==> config.mk <==
export PLATFORM = sky130hd
export DESIGN_NAME = task_dispatcher
export DESIGN_NICKNAME = d
export VERILOG_FILES = /design/src/rtl/task_dispatcher.sv
export SDC_FILE = /design/constraint.sdc
export NUM_CORES = 1
export LEC_CHECK = 0
export BUFFER_PORTS_ARGS = -buffer_cell sky130_fd_sc_hd__buf_2
export CORE_MARGIN = 2
export CORE_UTILIZATION = 40
export DETAILED_ROUTE_END_ITERATION = 10
export HOLD_SLACK_MARGIN = 0.1
export PLACE_DENSITY = 0.6
export SLEW_MARGIN = 40
export SYNTH_ARGS = -nofsm -noshare
export SYNTH_HDL_FRONTEND = slang
export SYNTH_SLANG_ARGS = --single-unit
==> constraint.sdc <==
create_clock -name clk -period 6.9 [get_ports clk]
set_input_delay 1.38 -clock clk [delete_from_list [all_inputs] [get_ports clk]]
set_output_delay 1.38 -clock clk [all_outputs]
set_load 0.02 [all_outputs]
==> src/rtl/task_dispatcher.sv <==
// rtl/task_dispatcher.sv - descriptor FIFO feeding a valid/ready task issue channel with outstanding tracking
// Optional watchdog: define TASK_DISPATCH_TIMEOUT_EN to enable timeout_err.
module task_dispatcher #(
  parameter int FIFO_DEPTH      = 4,
  parameter int MAX_OUTSTANDING = 8,
  parameter int TIMEOUT_CYCLES  = 1024
) (
  input  logic        clk,
  input  logic        rst,
  input  logic        desc_wr_en,
  input  logic [31:0] desc_id,
  input  logic [31:0] desc_addr,
  input  logic [31:0] desc_size,
  output logic        desc_wr_ready,
  input  logic        dispatch_en,
  output logic [31:0] task_id,
  output logic [31:0] task_addr,
  output logic [31:0] task_size,
  output logic        task_valid,
  input  logic        task_ready,
  input  logic        task_complete,
  output logic [3:0]  outstanding,
  output logic [15:0] issued_cnt,
  output logic [15:0] completed_cnt,
  output logic        busy,
  output logic        underflow_err,
  output logic        timeout_err
);

  localparam int AW = (FIFO_DEPTH > 1) ? $clog2(FIFO_DEPTH) : 1;
  localparam int CW = AW + 1;
  localparam logic [CW-1:0] FULL_CNT = CW'(FIFO_DEPTH);
  localparam logic [3:0]    MAX_OUT  = 4'(MAX_OUTSTANDING);

  typedef enum logic {S_IDLE, S_ISSUE} state_t;

  state_t        state_q, state_d;
  logic [95:0]   fifo_mem [FIFO_DEPTH];
  logic [AW-1:0] wr_ptr_q, wr_ptr_d, rd_ptr_q, rd_ptr_d;
  logic [CW-1:0] count_q, count_d;
  logic [95:0]   task_q, task_d;
  logic [3:0]    outstanding_q, outstanding_d;
  logic [15:0]   issued_q, issued_d, completed_q, completed_d;
  logic          underflow_q, underflow_d;
  logic          hs, comp_ok, can_load, load, push, full;

  // Handshake/completion accounting, FIFO control and issue FSM next state.
  always_comb begin
    state_d     = state_q;
    task_d      = task_q;
    wr_ptr_d    = wr_ptr_q;
    rd_ptr_d    = rd_ptr_q;
    hs          = (state_q == S_ISSUE) && task_ready;
    // A completion in the same cycle as a handshake is always legal.
    comp_ok     = task_complete && ((outstanding_q != 4'd0) || hs);
    outstanding_d = outstanding_q + {3'b000, hs} - {3'b000, comp_ok};
    issued_d    = issued_q + {15'd0, hs};
    completed_d = completed_q + {15'd0, comp_ok};
    underflow_d = underflow_q | (task_complete && (outstanding_q == 4'd0) && !hs);
    // The outstanding limit is judged on the value after this cycle's events.
    can_load    = (count_q != '0) && dispatch_en && (outstanding_d < MAX_OUT);
    load        = ((state_q == S_IDLE) || hs) && can_load;
    full        = (count_q == FULL_CNT);
    // A pop in this cycle frees the slot, so a full FIFO still accepts.
    desc_wr_ready = !full || load;
    push        = desc_wr_en && desc_wr_ready;
    count_d     = count_q + CW'(push) - CW'(load);
    if (push) wr_ptr_d = wr_ptr_q + 1'b1;
    if (load) begin
      task_d   = fifo_mem[rd_ptr_q];
      rd_ptr_d = rd_ptr_q + 1'b1;
      state_d  = S_ISSUE;
    end else if (hs) begin
      state_d  = S_IDLE;
    end
  end

  // Descriptor storage; contents need no reset because pointers define validity.
  always_ff @(posedge clk) begin
    if (push) fifo_mem[wr_ptr_q] <= {desc_id, desc_addr, desc_size};
  end

  // State register bank with synchronous reset.
  always_ff @(posedge clk) begin
    if (rst) begin
      state_q       <= S_IDLE;
      task_q        <= '0;
      wr_ptr_q      <= '0;
      rd_ptr_q      <= '0;
      count_q       <= '0;
      outstanding_q <= '0;
      issued_q      <= '0;
      completed_q   <= '0;
      underflow_q   <= 1'b0;
    end else begin
      state_q       <= state_d;
      task_q        <= task_d;
      wr_ptr_q      <= wr_ptr_d;
      rd_ptr_q      <= rd_ptr_d;
      count_q       <= count_d;
      outstanding_q <= outstanding_d;
      issued_q      <= issued_d;
      completed_q   <= completed_d;
      underflow_q   <= underflow_d;
    end
  end

`ifdef TASK_DISPATCH_TIMEOUT_EN
  localparam int TW = $clog2(TIMEOUT_CYCLES + 1);
  localparam logic [TW-1:0] TMO_LIM = TW'(TIMEOUT_CYCLES);

  logic [TW-1:0] tmo_cnt_q, tmo_cnt_d;
  logic          tmo_err_q, tmo_err_d;

  // Watchdog counts while work is outstanding; any completion restarts it.
  always_comb begin
    tmo_cnt_d = tmo_cnt_q;
    if ((outstanding_q == 4'd0) || task_complete) begin
      tmo_cnt_d = '0;
    end else if (tmo_cnt_q != TMO_LIM) begin
      tmo_cnt_d = tmo_cnt_q + 1'b1;
    end
    tmo_err_d = tmo_err_q | (tmo_cnt_d == TMO_LIM);
  end

  // Watchdog registers; the error stays set until reset.
  always_ff @(posedge clk) begin
    if (rst) begin
      tmo_cnt_q <= '0;
      tmo_err_q <= 1'b0;
    end else begin
      tmo_cnt_q <= tmo_cnt_d;
      tmo_err_q <= tmo_err_d;
    end
  end

  assign timeout_err = tmo_err_q;
`else
  assign timeout_err = 1'b0;
`endif

  assign task_valid    = (state_q == S_ISSUE);
  assign task_id       = task_q[95:64];
  assign task_addr     = task_q[63:32];
  assign task_size     = task_q[31:0];
  assign outstanding   = outstanding_q;
  assign issued_cnt    = issued_q;
  assign completed_cnt = completed_q;
  assign underflow_err = underflow_q;
  assign busy          = (count_q != '0) || task_valid || (outstanding_q != 4'd0);

endmodule
-- Yosys cells after proc, flatten, opt, wreduce, memory -nomap -nowiden
Memories as Yosys holds them, arrays and structs flattened. A register that Yosys moved wholly into a read port is not among the register bits.
Index checks and enable logic that the tools add are counted.
- add/subtract/negate cells: 8
- order comparisons: 1
- equality and inequality tests: 1
- multiplexer cells: 4
- bitwise gates (word level): 2
- reductions and logical operators: 19
- operators by type and width (kind ; number):
    16-bit by 1-bit adder with 16-bit output ; 2
    1-bit logical AND ; 8
    1-bit logical OR ; 5
    2-bit by 1-bit adder with 2-bit output (second input constant) ; 2
    4-bit by 1-bit adder with 4-bit output ; 1
    4-bit logical NOT ; 1
    4-bit < comparator (second input constant) ; 1
    1-bit two-way mux ; 4
    4-bit nonzero test ; 1
    4-bit by 1-bit subtractor with 4-bit output ; 1
    3-bit by 1-bit adder with 3-bit output ; 1
    3-bit equality test (second input constant) ; 1
    3-bit nonzero test ; 1
    3-bit by 1-bit subtractor with 3-bit output ; 1
    1-bit logical NOT ; 2
    2-bit nonzero test ; 1
    1-bit NOT ; 1
    1-bit OR ; 1
- bits in registers: 45
- bits in writable memories: 384
- input port bits: 102
- output and inout port bits: 137
- logic and storage cells: 44
- memories kept: 1
- memories (memory ; depth ; width ; rd ports ; clocked after Yosys merged registers in ; wr ports ; RTL line ; source):
    fifo_mem ; 4 ; 96 ; 1 ; 1 ; 1 ; 38 ; logic [95:0] fifo_mem [FIFO_DEPTH];

-- Depth between registers and ports, before layout
- depth in word-level cells: 11
- depth in mapped cells: 21

-- Worst setup path after synthesis
OpenSTA, ideal clock, no wires.
- kind: input to register
- from: in task_ready
- to: mem fifo_mem[0][0], enable pin
- setup time: 0.466 ns
- arrival: 5.071 ns
- data required time: 6.434 ns
- path slack: 1.363 ns
- cell stages on the path: 11
- cells stage by stage: nand2_1 -> nand2_1 -> nand3_1 -> o21ai_0 -> ha_1 -> a21o_1 -> a21oi_1 -> mux2i_1 -> inv_1 -> o21a_1 -> and2_1
- longest elaborated chain between the ends: 11
- elaborated cells between the ends (all ways): 13
- RTL lines (element ; RTL line ; source):
    start, declared ; 20 ; input logic task_ready,
    1-bit logical AND (*) ; 53 ; hs = (state_q == S_ISSUE) && task_ready;
    parallel branches: the longest is 5 deep, another holds 4-bit by 1-bit adder with 4-bit output ; - ;
    1-bit logical AND (*) ; 62 ; load = ((state_q == S_IDLE) || hs) && can_load;
    1-bit logical OR (*) ; 65 ; desc_wr_ready = !full || load;
    1-bit logical AND (*) ; 66 ; push = desc_wr_en && desc_wr_ready;
    1-bit two-way mux (*) ; 80 ; if (push) fifo_mem[wr_ptr_q] <= {desc_id, desc_addr, desc_size};
    1-bit two-way mux (not written as such) (*) ; 80 ;
    end, declared ; 38 ;
Every way passes the cells marked *.

-- Worst setup path after layout
- from: in task_ready
- to: out desc_wr_ready
- longest elaborated chain between the ends: 8
- elaborated cells between the ends (all ways): 10
- RTL lines (element ; RTL line ; source):
    1-bit logical AND (*) ; 53 ;
    parallel branches: the longest is 5 deep, another holds 4-bit by 1-bit adder with 4-bit output ; - ;
    1-bit logical AND (*) ; 62 ;
    1-bit logical OR (*) ; 65 ;
    end, declared ; 14 ; output logic desc_wr_ready,
Marks and branches as above.

==> flow_metrics.tcl <==
set metrics [dict create \
    wl_per_cell_um 19.7 \
    port_buffers 237 \
    grt_pass1_wl_um 62100 \
    wl_met2_um 19300 \
    clk_latency_ns 0.60 \
    endpoint_kind "primary output" \
    yosysSeqAreaShare_pct 74.4 \
    hp-class "reg2reg" \
    seq_power_share_pct 44.9 \
    yosysWarningCount 0 \
    rsz0062_at_grt "no" \
    critical_path.startpoint_type "input pin" \
    multi_input_area_sq_um 4600 \
    avgSynthCellArea_sq_um 16.5 \
    num_rows 80 \
    dr.max_layer_used "met5" \
    grt_max_degree 84 \
    hold_viol_final 0 \
    via_per_inst 5.07 \
    required_ns 5.52 \
    r2r-start "outstanding[2]" \
    slew_violations 0 \
    regArea_sq_um 14400 \
    synth_top_area_share_pct 59.8 \
    dp_slack_ns 1.63 \
    fin_crit_ns 5.28 \
    fp.dieW_um 224 \
    synth_fp_nets 1287 \
    clock_power_share_pct 31.2 \
    cap_violations 0 \
    nets 1532 \
    worst_slew_pin_slew_ns 0.807 \
    cts.sinks 525 \
    crit_type "in2out" \
    syn-cell-area_sq_um 19300 \
    cts-resized-gates 0 \
    areaGrowthSynthToFinish_pct 19.3 \
    critPathLaunch "task_ready" \
    synth_top_area_cell "edfxtp_1" \
    final_common_cell "edfxtp_1" \
    drt_iter0_markers 629 \
    core_area_sq_um 47600 \
    finalWirelength_um 41000 \
    crit_arrival_ns 3.90 \
    final_cell_mix "edfxtp_1 (384), buf_2 (236), nand2_1 (199), dfxtp_1 (139), a21oi_1 (100)" \
    finalSetupViolCount 0 \
    timing.fmax_mhz 189 \
    power.switching_uw 2860 \
    drt-met1-wl_um 18000 \
    path_clk_slew_ns 0.06 \
    fp.dieH_um 224 \
    grt_pass1_vias 10600 \
    netlist_top_cells_area "edfxtp_1 (60%), dfxtp_1 (15%), mux4_2 (11%)" \
    overflow 0 \
    final_layout_size_suffix_gt1_share_pct 31.6 \
    p_sw_share_pct 29.9 \
    slew_headroom_pct 46.2 \
    gp_congestion 0.733 \
    ys_seq_elements 525 \
    cts.root.buffer_cell "clkbuf_16" \
    netlist_instances 1170 \
    status "finished clean" \
    powerDensity_nw_per_um2 416 \
    ctsHoldBuffers 0 \
    worst_clock_skew_ns 0.0223 \
    p_int_uw 6700 \
    die_area_sq_um 50000 \
    io_pins 239 \
    cts_buffers 54 \
    setup_tns_ns 0 \
    leakagePower_uw 0.00798 \
    crit_fanout 38 \
    drc 0 \
    combPwrFrac_pct 23.8 \
    rrSetupSlack_ns 2.42 \
    fin_ws_ns 1.62 \
    cts_max_path_buffers 3 \
    ant_nets 0 \
    endpoint "desc_wr_ready" \
    htreeDepth 2 \
    min_period_over_period_pct 76.5 \
    ir_drop_mv 0.225 \
    first_pass_iters 5 \
    r2r_end "count_q[2]" \
    grt_usage_pct 16.4 \
    route.vias.total 10600 \
    postCtsSetupBuffers 0 \
    dp_hpwl_um 23600 \
    antenna_found_initial 14 \
    fillCellCount 4109 \
    synth_cell_types 40 \
    rr_worst_depth 21 \
    dr_wl_met3_um 2720 \
    fin_hold_ws_ns 0.450 \
    cts_tree "built" \
    start_util_pct 40.5 \
]
## logic make-up after synthesis
| family | synth area share [%] |
|---|---|
| xor gates and xnor gates | 1.14 |
| AOI/OAI and AO/OA | 3.46 |
| muxes | 11.3 |
| other | 0.0194 |
| buffers and inverters | 1.82 |
| adders and majority gates | 1.05 |
| and+or+nand+nor | 6.81 |
| DFF | 74.4 |
## layer usage
layer,track usage [%],vias to the layer above
li1,-,4887
met1,22.2,5327
met2,25.8,244
met3,4.60,76
met4,5.40,16
met5,0,-
## power by group through the flow
stage          Sequential, uW  Combinational, uW  Clock, uW
4_1_cts                  4320               2330       3080
2_1_floorplan            4530               1440          0
3_5_place_dp             4380               2330          0
5_1_grt                  4370               2500       3180
6_report                 4300               2280       2990
3_3_place_gp             4350               2310          0
## flip-flops by register name, summed over array words and instances, names as in the netlist
register	cells
completed_cnt	16
count_q	3
fifo_mem	384
issued_cnt	16
outstanding	4
rd_ptr_q	2
task_q	96
task_valid	1
underflow_err	1
wr_ptr_q	2
## worst min path at each step
stage	startpoint	end	slack, ns	cells past startpoint
2_1_floorplan	count_q[2]	count_q[2]	0.53	2
3_3_place_gp	task_q[0]	task_q[0]	0.44	2
3_5_place_dp	task_q[61]	task_q[61]	0.44	2
4_1_cts	task_q[61]	task_q[61]	0.45	2
5_1_grt	task_q[87]	task_q[87]	0.46	2
6_report	task_q[79]	task_q[79]	0.45	2
## final cells by class
class	instances	area share, %
timing repair buffer	250	5.77
clock inverter	31	1.48
sequential	525	62.4
clock buffer	71	6.60
tap	615	3.34
multi-input combinational	566	20.0
inverter	18	0.305
antenna	6	0.0653
## cells in the mapped netlist, drive strengths merged
master,count
nor2,33
edfxtp,384
a211o,1
a21o,1
dfxtp,141
nand4,4
nor2b,6
and4b,1
o21ai,10
a21oi,110
mux4,96
mux2i,1
nand2,209
nor3,5
clkbuf,31
and3,5
nor3b,2
fa,2
nor4,2
xnor2,16
nand3,16
nand2b,1
and2,5
conb,1
or4,2
xor2,9
buf,30
and4,2
inv,18
o21a,1
ha,13
a31oi,1
or3,11
## worst max-delay path, cell delays in order
cell,delay (ns)
buf_2,0.11
nand2_1,0.15
nand2_1,0.11
nand3_1,0.18
o21ai_0,0.12
ha_1,0.22
a21o_1,0.18
a21oi_1,0.35
mux2i_4,0.33
buf_4,0.45
nand3_1,0.12
buf_2,0.18
## stage by stage
| stage | utilization (%) | area (sq um) | std cells | power, uW |
|---|---|---|---|---|
| finish | 48.3 | 23000 | 2082 | 9560 |
| floorplan | - | 19300 | 1170 | 5960 |
| global placement | 44.3 | 21100 | 1974 | 6660 |
| CTS | 48.2 | 23000 | 2076 | 9720 |
| detailed placement | 44.3 | 21100 | 1974 | 6710 |
| global route | 48.3 | 23000 | 2078 | 10100 |
Power figures use the tool's default switching activity.
